==> src/rtl/histo_pkg.sv <==
// rtl/histo_pkg.sv - shared defaults and read-path FSM encoding for the histogram engine
package histo_pkg;

    localparam int GRAY_W_DEF  = 8;
    localparam int HISTO_W_DEF = 20;
    localparam int DP_LAT_DEF  = 3;

    // RUN: issue allowed; HOLD: engine busy; DRAIN: busy fell, older reads still in flight
    typedef enum logic [1:0] {
        RUN   = 2'd0,
        HOLD  = 2'd1,
        DRAIN = 2'd2
    } hraState_t;

endpackage

==> src/rtl/hra_rr_arbiter.sv <==
// rtl/hra_rr_arbiter.sv - round-robin one-hot grant with registered rotating pointer
//  iClk, iRst_n : clock, asynchronous active-low reset
//  iReq         : request vector
//  iEn          : grant allowed this cycle
//  oGnt         : one-hot grant (combinational)
//  oGntIdx      : index of the granted requester (valid when oIssue)
//  oIssue       : a grant is given this cycle
module hra_rr_arbiter #(
    parameter int NREQ = 3,
    localparam int PTR_W = $clog2(NREQ)
) (
    input  logic             iClk,
    input  logic             iRst_n,
    input  logic [NREQ-1:0]  iReq,
    input  logic             iEn,
    output logic [NREQ-1:0]  oGnt,
    output logic [PTR_W-1:0] oGntIdx,
    output logic             oIssue
);

    localparam logic [PTR_W:0]   NREQ_W = (PTR_W+1)'(NREQ);
    localparam logic [PTR_W-1:0] LAST   = PTR_W'(NREQ - 1);

    logic [PTR_W-1:0]  ptr;
    logic [2*NREQ-1:0] reqDbl;
    logic [NREQ-1:0]   reqRot;
    logic [PTR_W-1:0]  first;
    logic [PTR_W:0]    sum;
    logic [PTR_W-1:0]  gntIdx;
    logic              issue;

    // Rotate the request vector so the pointer position sits at bit 0, take the
    // lowest set bit, then rotate the offset back into an absolute index.
    always_comb begin
        reqDbl = {iReq, iReq};
        reqRot = reqDbl[ptr +: NREQ];
        first  = '0;
        for (int i = NREQ - 1; i >= 0; i--) begin
            if (reqRot[i]) first = PTR_W'(i);
        end
        sum = {1'b0, ptr} + {1'b0, first};
        if (sum >= NREQ_W) sum = sum - NREQ_W;
        gntIdx = sum[PTR_W-1:0];
        issue  = iEn && (|iReq);
        oGnt   = issue ? (NREQ'(1) << gntIdx) : '0;
    end

    assign oGntIdx = gntIdx;
    assign oIssue  = issue;

    always_ff @(posedge iClk or negedge iRst_n) begin
        if (!iRst_n) begin
            ptr <= '0;
        end else if (issue) begin
            ptr <= (gntIdx == LAST) ? '0 : gntIdx + 1'b1;
        end
    end

endmodule

==> src/rtl/histo_read_arbiter.sv <==
// rtl/histo_read_arbiter.sv - shares the histogram engine read port among NREQ requesters
//  iClk, iRst_n   : clock, asynchronous active-low reset
//  iReq, iAddr    : per-requester read request and gray address (slice i = requester i)
//  iHistBusy      : engine recomputing, no new reads
//  oGnt           : one-hot accept pulse
//  oReadGray      : registered address to the engine read port
//  iGrayHisto     : engine bin count, DP_LAT cycles after oReadGray
//  iGrayCumHisto  : engine cumulative count, same timing
//  oRdValid       : one-hot return strobe
//  oRdGray/Histo/Cum : returned address and data, broadcast, held between strobes
//  oIdle          : nothing requested, nothing in flight, state RUN
module histo_read_arbiter
    import histo_pkg::*;
#(
    parameter int NREQ    = 3,
    parameter int DP_LAT  = DP_LAT_DEF,
    parameter int GRAY_W  = GRAY_W_DEF,
    parameter int HISTO_W = HISTO_W_DEF
) (
    input  logic                     iClk,
    input  logic                     iRst_n,
    input  logic [NREQ-1:0]          iReq,
    input  logic [NREQ*GRAY_W-1:0]   iAddr,
    input  logic                     iHistBusy,
    output logic [NREQ-1:0]          oGnt,
    output logic [GRAY_W-1:0]        oReadGray,
    input  logic [HISTO_W-1:0]       iGrayHisto,
    input  logic [HISTO_W-1:0]       iGrayCumHisto,
    output logic [NREQ-1:0]          oRdValid,
    output logic [GRAY_W-1:0]        oRdGray,
    output logic [HISTO_W-1:0]       oRdHisto,
    output logic [HISTO_W-1:0]       oRdCum,
    output logic                     oIdle
);

    localparam int PTR_W = $clog2(NREQ);
    localparam int DEPTH = DP_LAT + 1;

    hraState_t         state;
    logic [DEPTH-1:0]  tagValid;
    logic [PTR_W-1:0]  tagIdx  [DEPTH];
    logic [GRAY_W-1:0] tagAddr [DEPTH];

    logic              issueEn;
    logic              issue;
    logic [PTR_W-1:0]  gntIdx;
    logic [GRAY_W-1:0] selAddr;
    logic              pipeEmpty;

    // Busy blocks the grant in the very cycle it rises, before the FSM has moved.
    assign issueEn   = (state == RUN) && !iHistBusy;
    assign pipeEmpty = ~|tagValid;
    assign oIdle     = ~|iReq && pipeEmpty && (state == RUN);

    hra_rr_arbiter #(.NREQ(NREQ)) uArb (
        .iClk    (iClk),
        .iRst_n  (iRst_n),
        .iReq    (iReq),
        .iEn     (issueEn),
        .oGnt    (oGnt),
        .oGntIdx (gntIdx),
        .oIssue  (issue)
    );

    always_comb begin
        selAddr = '0;
        for (int i = 0; i < NREQ; i++) begin
            if (gntIdx == PTR_W'(i)) selAddr = iAddr[i*GRAY_W +: GRAY_W];
        end
    end

    always_ff @(posedge iClk or negedge iRst_n) begin
        if (!iRst_n) begin
            state <= RUN;
        end else begin
            case (state)
                RUN:     if (iHistBusy) state <= HOLD;
                HOLD:    if (!iHistBusy) state <= DRAIN;
                DRAIN: begin
                    if (iHistBusy)      state <= HOLD;
                    else if (pipeEmpty) state <= RUN;
                end
                default: state <= RUN;
            endcase
        end
    end

    // Tag pipe: stage j holds the read issued j+1 edges ago; the last stage lines
    // up with the cycle in which the engine presents that read's data.
    always_ff @(posedge iClk or negedge iRst_n) begin
        if (!iRst_n) begin
            oReadGray <= '0;
            tagValid  <= '0;
            for (int j = 0; j < DEPTH; j++) begin
                tagIdx[j]  <= '0;
                tagAddr[j] <= '0;
            end
        end else begin
            if (issue) oReadGray <= selAddr;
            tagValid   <= {tagValid[DEPTH-2:0], issue};
            tagIdx[0]  <= gntIdx;
            tagAddr[0] <= selAddr;
            for (int j = 1; j < DEPTH; j++) begin
                tagIdx[j]  <= tagIdx[j-1];
                tagAddr[j] <= tagAddr[j-1];
            end
        end
    end

    always_ff @(posedge iClk or negedge iRst_n) begin
        if (!iRst_n) begin
            oRdValid <= '0;
            oRdGray  <= '0;
            oRdHisto <= '0;
            oRdCum   <= '0;
        end else begin
            oRdValid <= tagValid[DEPTH-1] ? (NREQ'(1) << tagIdx[DEPTH-1]) : '0;
            if (tagValid[DEPTH-1]) begin
                oRdGray  <= tagAddr[DEPTH-1];
                oRdHisto <= iGrayHisto;
                oRdCum   <= iGrayCumHisto;
            end
        end
    end

endmodule
==> config.mk <==
export PLATFORM = sky130hd
export DESIGN_NAME = histo_read_arbiter
export DESIGN_NICKNAME = d
export VERILOG_FILES = /design/src/rtl/histo_pkg.sv /design/src/rtl/hra_rr_arbiter.sv /design/src/rtl/histo_read_arbiter.sv
export SDC_FILE = /design/constraint.sdc
export NUM_CORES = 1
export LEC_CHECK = 0
export ABC_AREA = 1
export CORE_MARGIN = 3
export CORE_UTILIZATION = 35
export CTS_CLUSTER_DIAMETER = 30
export DETAILED_ROUTE_END_ITERATION = 7
export PLACE_DENSITY = 0.63
export SYNTH_ARGS = -nofsm -noshare
export SYNTH_HDL_FRONTEND = slang
export SYNTH_HIERARCHICAL = 1
export SYNTH_SLANG_ARGS = --single-unit
==> constraint.sdc <==
create_clock -name iClk -period 4 [get_ports iClk]
set_input_delay 0.8 -clock iClk [delete_from_list [all_inputs] [get_ports iClk]]
set_output_delay 0.8 -clock iClk [all_outputs]
set_load 0.05 [all_outputs]
* Yosys cells after proc, flatten, opt, wreduce, memory -nomap -nowiden
Cells that the tools add are included.
W data, S select, Z words.
** Storage, ports and cells
- Word-level logic and storage cells :: 57
- Bits of input ports :: 70
- Bits in registers :: 107
** Cells by class
- Muxes and demuxes :: 15
- Eq/ne operators :: 7
- Magnitude comparators :: 1
- Reductions and logical operators :: 12
- Shifts and indexed selects :: 3
- Add/subtract/negate cells :: 3
** Operators by type and width (number)
- $mux W8 :: 3
- $mux W2 :: 9
- $mux W3 :: 2
- $pmux W2 S3 :: 1
- $shiftx A6 B3 Y3 :: 1
- $shl A1 B2 Y3 const A :: 2
- $eq A2 B1 Y1 const B :: 2
- $eq A2 B2 Y1 const B :: 2
- $logic_and A1 B1 Y1 :: 4
- $logic_not A2 Y1 :: 2
- $ne A2 B2 Y1 const B :: 2
- $reduce_or A4 Y1 :: 1
- $add A2 B2 Y3 :: 1
- $ge A3 B2 Y1 const B :: 1
- $logic_not A1 Y1 :: 3
- $ne A3 B3 Y1 const B :: 1
- $reduce_and A3 Y1 :: 1
- $reduce_or A3 Y1 :: 1
- $add A2 B1 Y2 const B :: 1
- $sub A2 B2 Y2 const B :: 1

* Logic depth before layout (Yosys ltp)
- Depth in word-level cells :: 11
- Mapped depth :: 21
- Mapped depth without buffers :: 20

* Cells and area by module
Netlist, hierarchy kept.
** By module, submodules not included
- histo_read_arbiter :: seq. area each 2627.5 sq um, cells each 344, area each 3663.5 sq um, times used 1
- hra_rr_arbiter :: seq. area each 50.0 sq um, cells each 55, area each 337.8 sq um, times used 1

* Worst setup path after synthesis
OpenSTA, ideal clock, no wires.
- Path kind :: input port to output port
- From :: in iReq[1]
- To :: out oGnt[2]
- Required time :: 3200 ps
- Arrival time :: 2975 ps
- Stages :: 14
- Path slack :: 225 ps
- Path through :: nand2_1 nand3_1 o21ai_2 a21oi_1 ha_1 inv_1 fa_1 inv_1 ha_1 inv_1 nand3_1 nand2_2 nand2_4 nor3_2
** On the way
- Word-level cells in the longest chain between the ends :: 9
- Elaborated cells between the ends (all ways) :: 12
- Classes of those cells :: 2 x add/sub; 1 x order compare; 2 x shift; 5 x mux; 2 x reduce/logical
** Ends and longest elaborated chain
- start: declaration :: line histo_read_arbiter.sv:22 : input logic [NREQ-1:0] iReq,
- $shiftx A6 B3 Y3 :: line hra_rr_arbiter.sv:36 : reqRot = reqDbl[ptr +: NREQ];
- $mux W2 (3 in a row) :: line hra_rr_arbiter.sv:39 : if (reqRot[i]) first = PTR_W'(i);
- $add A2 B2 Y3 :: line hra_rr_arbiter.sv:41 : sum = {1'b0, ptr} + {1'b0, first};
- $ge A3 B2 Y1 / $sub A2 B2 Y2 (equally long branches) :: line hra_rr_arbiter.sv:42 : if (sum >= NREQ_W) sum = sum - NREQ_W;
- $mux W2 :: line hra_rr_arbiter.sv:42
- $shl A1 B2 Y3 :: line hra_rr_arbiter.sv:45 : oGnt = issue ? (NREQ'(1) << gntIdx) : '0;
- $mux W3 * :: line hra_rr_arbiter.sv:45
- end: declaration :: line histo_read_arbiter.sv:25 : output logic [NREQ-1:0] oGnt,
Mark *: on every way between the ends. The rest lies on a longest branch, timed or not.

* Final worst setup path
- From :: in iReq[2]
- To :: out oGnt[2]
Same word-level chain as after synthesis.

==> summary by stage <==
Global routing
For this run, global-route usage on met3 was measured as 0.0406. Entering global routing, the biggest net connects 52 pins. met2 is the most crowded layer. The total congestion overflow is 0. The first global-routing pass estimated 14300 µm of wire. The via count of the first global-routing pass is 2900. The initial antenna violation count was 0.

In the global route stage, overall resource usage came out at 0.137. For met2 alone, demand over resource in global routing was 0.202. For this run, global-route usage on met1 was measured as 0.196.

Place
The half-perimeter wire length after placement is 6190 µm. The count of port buffers added during placement is 132. The congestion estimate from routability-driven global placement came to 0.827.

Worst hold path
The class of the worst hold path is reg -> reg. For hold timing, the worst endpoint is tagAddr[0]$_DFF_PN0_. The worst hold path begins at tagAddr[8]$_DFF_PN0_. The cell depth of the worst hold path is 0.

Run
The number of maximum-capacitance violations is 0.

Final layout
Of the cells placed in the final design, the portion with a size suffix greater than 1 is 0.111. The relative area change from synthesis to final layout is 44.8%. The end-of-flow core utilization is 0.528. The repair_antennas step left the layout with diodes totalling 0.

The total number of nets in the final design is 610.

Worst setup path
The data arrival time of the worst path is 3070 ps. In this run the critical register-to-register path is launched from uArb/ptr[0]$_DFFE_PN0P_. The worst setup path is captured at an output pin. Along the worst path, the maximum fanout reaches 4. The type of the worst setup path is in -> out.

In this run the register-to-register setup slack is 1030 ps. The terminus of the critical flop-to-flop path is oReadGray[3]$_DFFE_PN0P_. The category of the worst setup path launch point is an input pin. The required time at the endpoint of the critical path is 3200 ps. For the worst flop-to-flop path, the logic depth is 19.

Run status
The run finished with clean final reports.

Detailed routing
The first routing iteration left 280 violations. The routed wire length per instance is 12.8 µm. The DRC violation count after routing is 0. The number of nets with antenna violations after detailed routing is 0. The iteration count of the initial detailed-routing pass is 4.

The routed layout has 2985 vias. Wires add up to 8700 µm. The per-cell via count in the routed design is 4.38.

Synth
The proportion of synthesized chip area in sequential cells is 0.669. In the synthesized netlist the dominant register cell turns out to be sky130_fd_sc_hd__dfrtp_1. The Yosys step of the flow raised 6 warnings. The share of the synthesized area in the top cell type is 0.669. The commonest cells after synthesis are 200 x sky130_fd_sc_hd__nand2_1, 107 x sky130_fd_sc_hd__dfrtp_1, 23 x sky130_fd_sc_hd__nand3_1. In the post-synthesis netlist, the biggest area contributors are sky130_fd_sc_hd__dfrtp_1 67%, sky130_fd_sc_hd__nand2_1 19%, sky130_fd_sc_hd__nand3_1 2.9%, sky130_fd_sc_hd__nand3_2 2.5%, sky130_fd_sc_hd__buf_2 1.1%. The post-synthesis cell type count is 22.

After synthesis the cells add up to 0.00400 mm². The dominant cell type by area after synthesis is sky130_fd_sc_hd__dfrtp_1. In the synthesized netlist the async set-or-reset flop fraction comes to 1.00. The mean area per synthesized cell is 10.0 µm². The most frequently used cell type in the post-synthesis netlist is sky130_fd_sc_hd__nand2_1. The number of enable flip-flop cells after synthesis is 0. The cell count after synthesis came out at 399. The net count after synthesis is 472. The count of state elements after synthesis is 107.

Timing
The worst slack on hold paths is 346 ps. Dividing the final minimum period by the clock period gives 0.968. The shortest clock period the worst path allows after layout is 3870 ps. For the pin with the worst max-slew slack, the measured transition is 820 ps. The final worst clock skew is 7.45 ps. Setup total negative slack on the finished layout was measured at 0 ps. The total count of max-transition violations in the final report was 0.

The highest clock rate is 258 MHz. Measured against its own limit, the worst slew margin works out to 0.453. The hold violation count in the final report is 0. The total setup violations reported at the end of the flow is 0.

CTS
Clock-pin slew was measured on the worst setup and hold paths at 70 ps. TritonCTS built the clock tree. The buffer cell driving the clock tree root is sky130_fd_sc_hd__clkbuf_16.

The worst-case clock buffer depth is 2. The clock insertion delay at the later pin of the skew report is 330 ps. For this design, the sink count on the clock tree is 107. The number of buffers inserted during clock tree synthesis is 9. For this design, the CTS-stage hold fixing added 0 buffers. In this run the number of H-tree levels came out at 3. The setup fix buffers added after clock tree synthesis is 0.

Die
After floorplanning, the core was sized to cover 0.0110 mm². The die span in y is 113 µm. The initial standard-cell utilization of the core is 0.364. The number of rows in the core area is 38. From left edge to right edge, the die measures 113 µm.

The full die area is 0.0128 mm². Pin placement for this block handled 133 I/O pins.

Power
For this design the static power due to leakage is 2.87 nW. The design draws 4.82 mW. The largest voltage drop on the vdd net is 0.000634 V. Power spread over the standard cell area amounts to 832 mW/mm².
[layout by cell type, fill, tap and decap left out]
cell type                         synthesis  final
sky130_fd_sc_hd__inv_2                    7      8
sky130_fd_sc_hd__fa_1                     1      1
sky130_fd_sc_hd__inv_8                    0      1
sky130_fd_sc_hd__clkinvlp_4               0      1
sky130_fd_sc_hd__nor2_8                   1      1
sky130_fd_sc_hd__nor3_4                   0      1
sky130_fd_sc_hd__dfrtp_2                  0      1
sky130_fd_sc_hd__nand3_1                 23     21
sky130_fd_sc_hd__dlygate4sd2_1            0      1
sky130_fd_sc_hd__nand2_4                  1      1
sky130_fd_sc_hd__a21oi_2                  0      1
sky130_fd_sc_hd__clkbuf_16                0      9
sky130_fd_sc_hd__nor2_1                   9      9
sky130_fd_sc_hd__nor3_1                   2      2
sky130_fd_sc_hd__clkdlybuf4s15_1          0      1
sky130_fd_sc_hd__buf_12                   0      3
sky130_fd_sc_hd__nand3_2                 10     12
sky130_fd_sc_hd__o21ai_2                  2      2
sky130_fd_sc_hd__clkdlybuf4s50_1          0    125
sky130_fd_sc_hd__clkbuf_2                 0      1
sky130_fd_sc_hd__inv_1                   11     10
sky130_fd_sc_hd__buf_4                    1     10
sky130_fd_sc_hd__nand4_1                  1      1
sky130_fd_sc_hd__nand2_2                  3      3
sky130_fd_sc_hd__nand2_1                200    200
sky130_fd_sc_hd__clkinv_4                 0      1
sky130_fd_sc_hd__ha_1                     2      2
sky130_fd_sc_hd__clkinv_1                 1      1
sky130_fd_sc_hd__dfrtp_1                107    106
sky130_fd_sc_hd__or2_1                    1      1
sky130_fd_sc_hd__inv_6                    0      3
sky130_fd_sc_hd__clkinv_2                 0      1
sky130_fd_sc_hd__a21oi_1                  2      1
[per-layer routing]
layer | vias to the layer above | part of all wire
met5 | - | 0
met3 | 7 | 0.087
met1 | 1360 | 0.47
met2 | 115 | 0.43
li1 | 1503 | -
met4 | 0 | 0.012
[power by group]
group / leakage, nW / switching, mW / internal (mW) / total, mW
logic: 1.40 / 1.56 / 0.821 / 2.38
clock network: 0.139 / 0.393 / 0.433 / 0.827
registers: 1.33 / 0.153 / 1.47 / 1.62
[flip-flops by register name (all words and copies together), names as in the netlist]
| register | cells |
|---|---|
| oRdGray | 8 |
| state | 2 |
| oReadGray | 8 |
| tagValid | 4 |
| oRdValid | 3 |
| oRdHisto | 20 |
| oRdCum | 20 |
| tagAddr | 32 |
| tagIdx | 8 |
| uArb/ptr | 2 |
[cell families after synthesis]
group	synth area share
flip-flops	0.669
adder cells (fa/ha/maj)	0.0113
AO/OA/AOI/OAI	0.00688
buffers and inverters	0.0422
AND/OR/NAND/NOR	0.270
[cell type report]
type                            count  area (µm²)
Clock buffer                        9         225
Clock inverter                      7        58.8
Fill cell                        1006        5190
Inverter                           19        71.3
Multi-Input combinational cell    259        1170
Sequential cell                   107        2680
Tap cell                          140         175
Timing Repair Buffer              141        1410
[critical path: stages]
cell	delay (ps)
sky130_fd_sc_hd__dlygate4sd2_1	270
sky130_fd_sc_hd__nand2_1	90
sky130_fd_sc_hd__nand3_1	110
sky130_fd_sc_hd__a21oi_2	150
sky130_fd_sc_hd__ha_1	150
sky130_fd_sc_hd__inv_1	50
sky130_fd_sc_hd__fa_1	500
sky130_fd_sc_hd__inv_1	50
sky130_fd_sc_hd__ha_1	210
sky130_fd_sc_hd__inv_2	80
sky130_fd_sc_hd__nand3_1	100
sky130_fd_sc_hd__nand2_2	100
sky130_fd_sc_hd__nand2_4	70
sky130_fd_sc_hd__nor3_4	170
sky130_fd_sc_hd__buf_12	170
[through the flow]
step           setup WS [ps]  cell area, µm²  instances
6_report                 128            5790        682
5_1_grt                -3.84            5790        682
4_1_cts                 20.8            5790        682
3_5_place_dp            -248            5500        666
3_3_place_gp            -123            5500        666
2_1_floorplan            225            4000        399
[repair_timing]
| item | in CTS | in global routing |
|---|---|---|
| setup endpoints to repair | 3 | 3 |
| pin swaps | 1 | 2 |
| gates resized for setup | 6 | 5 |
[how the worst max path moves through the flow]
stage            start  endpoint  slack, ps
2_1_floorplan  iReq[1]   oGnt[2]        220
5_1_grt        iReq[0]   oGnt[2]         -4
4_1_cts        iReq[1]   oGnt[2]         20
6_report       iReq[2]   oGnt[2]        130
3_5_place_dp   iReq[1]   oGnt[2]       -250
3_3_place_gp   iReq[1]   oGnt[2]       -120
Power figures use the tool's default switching activity.
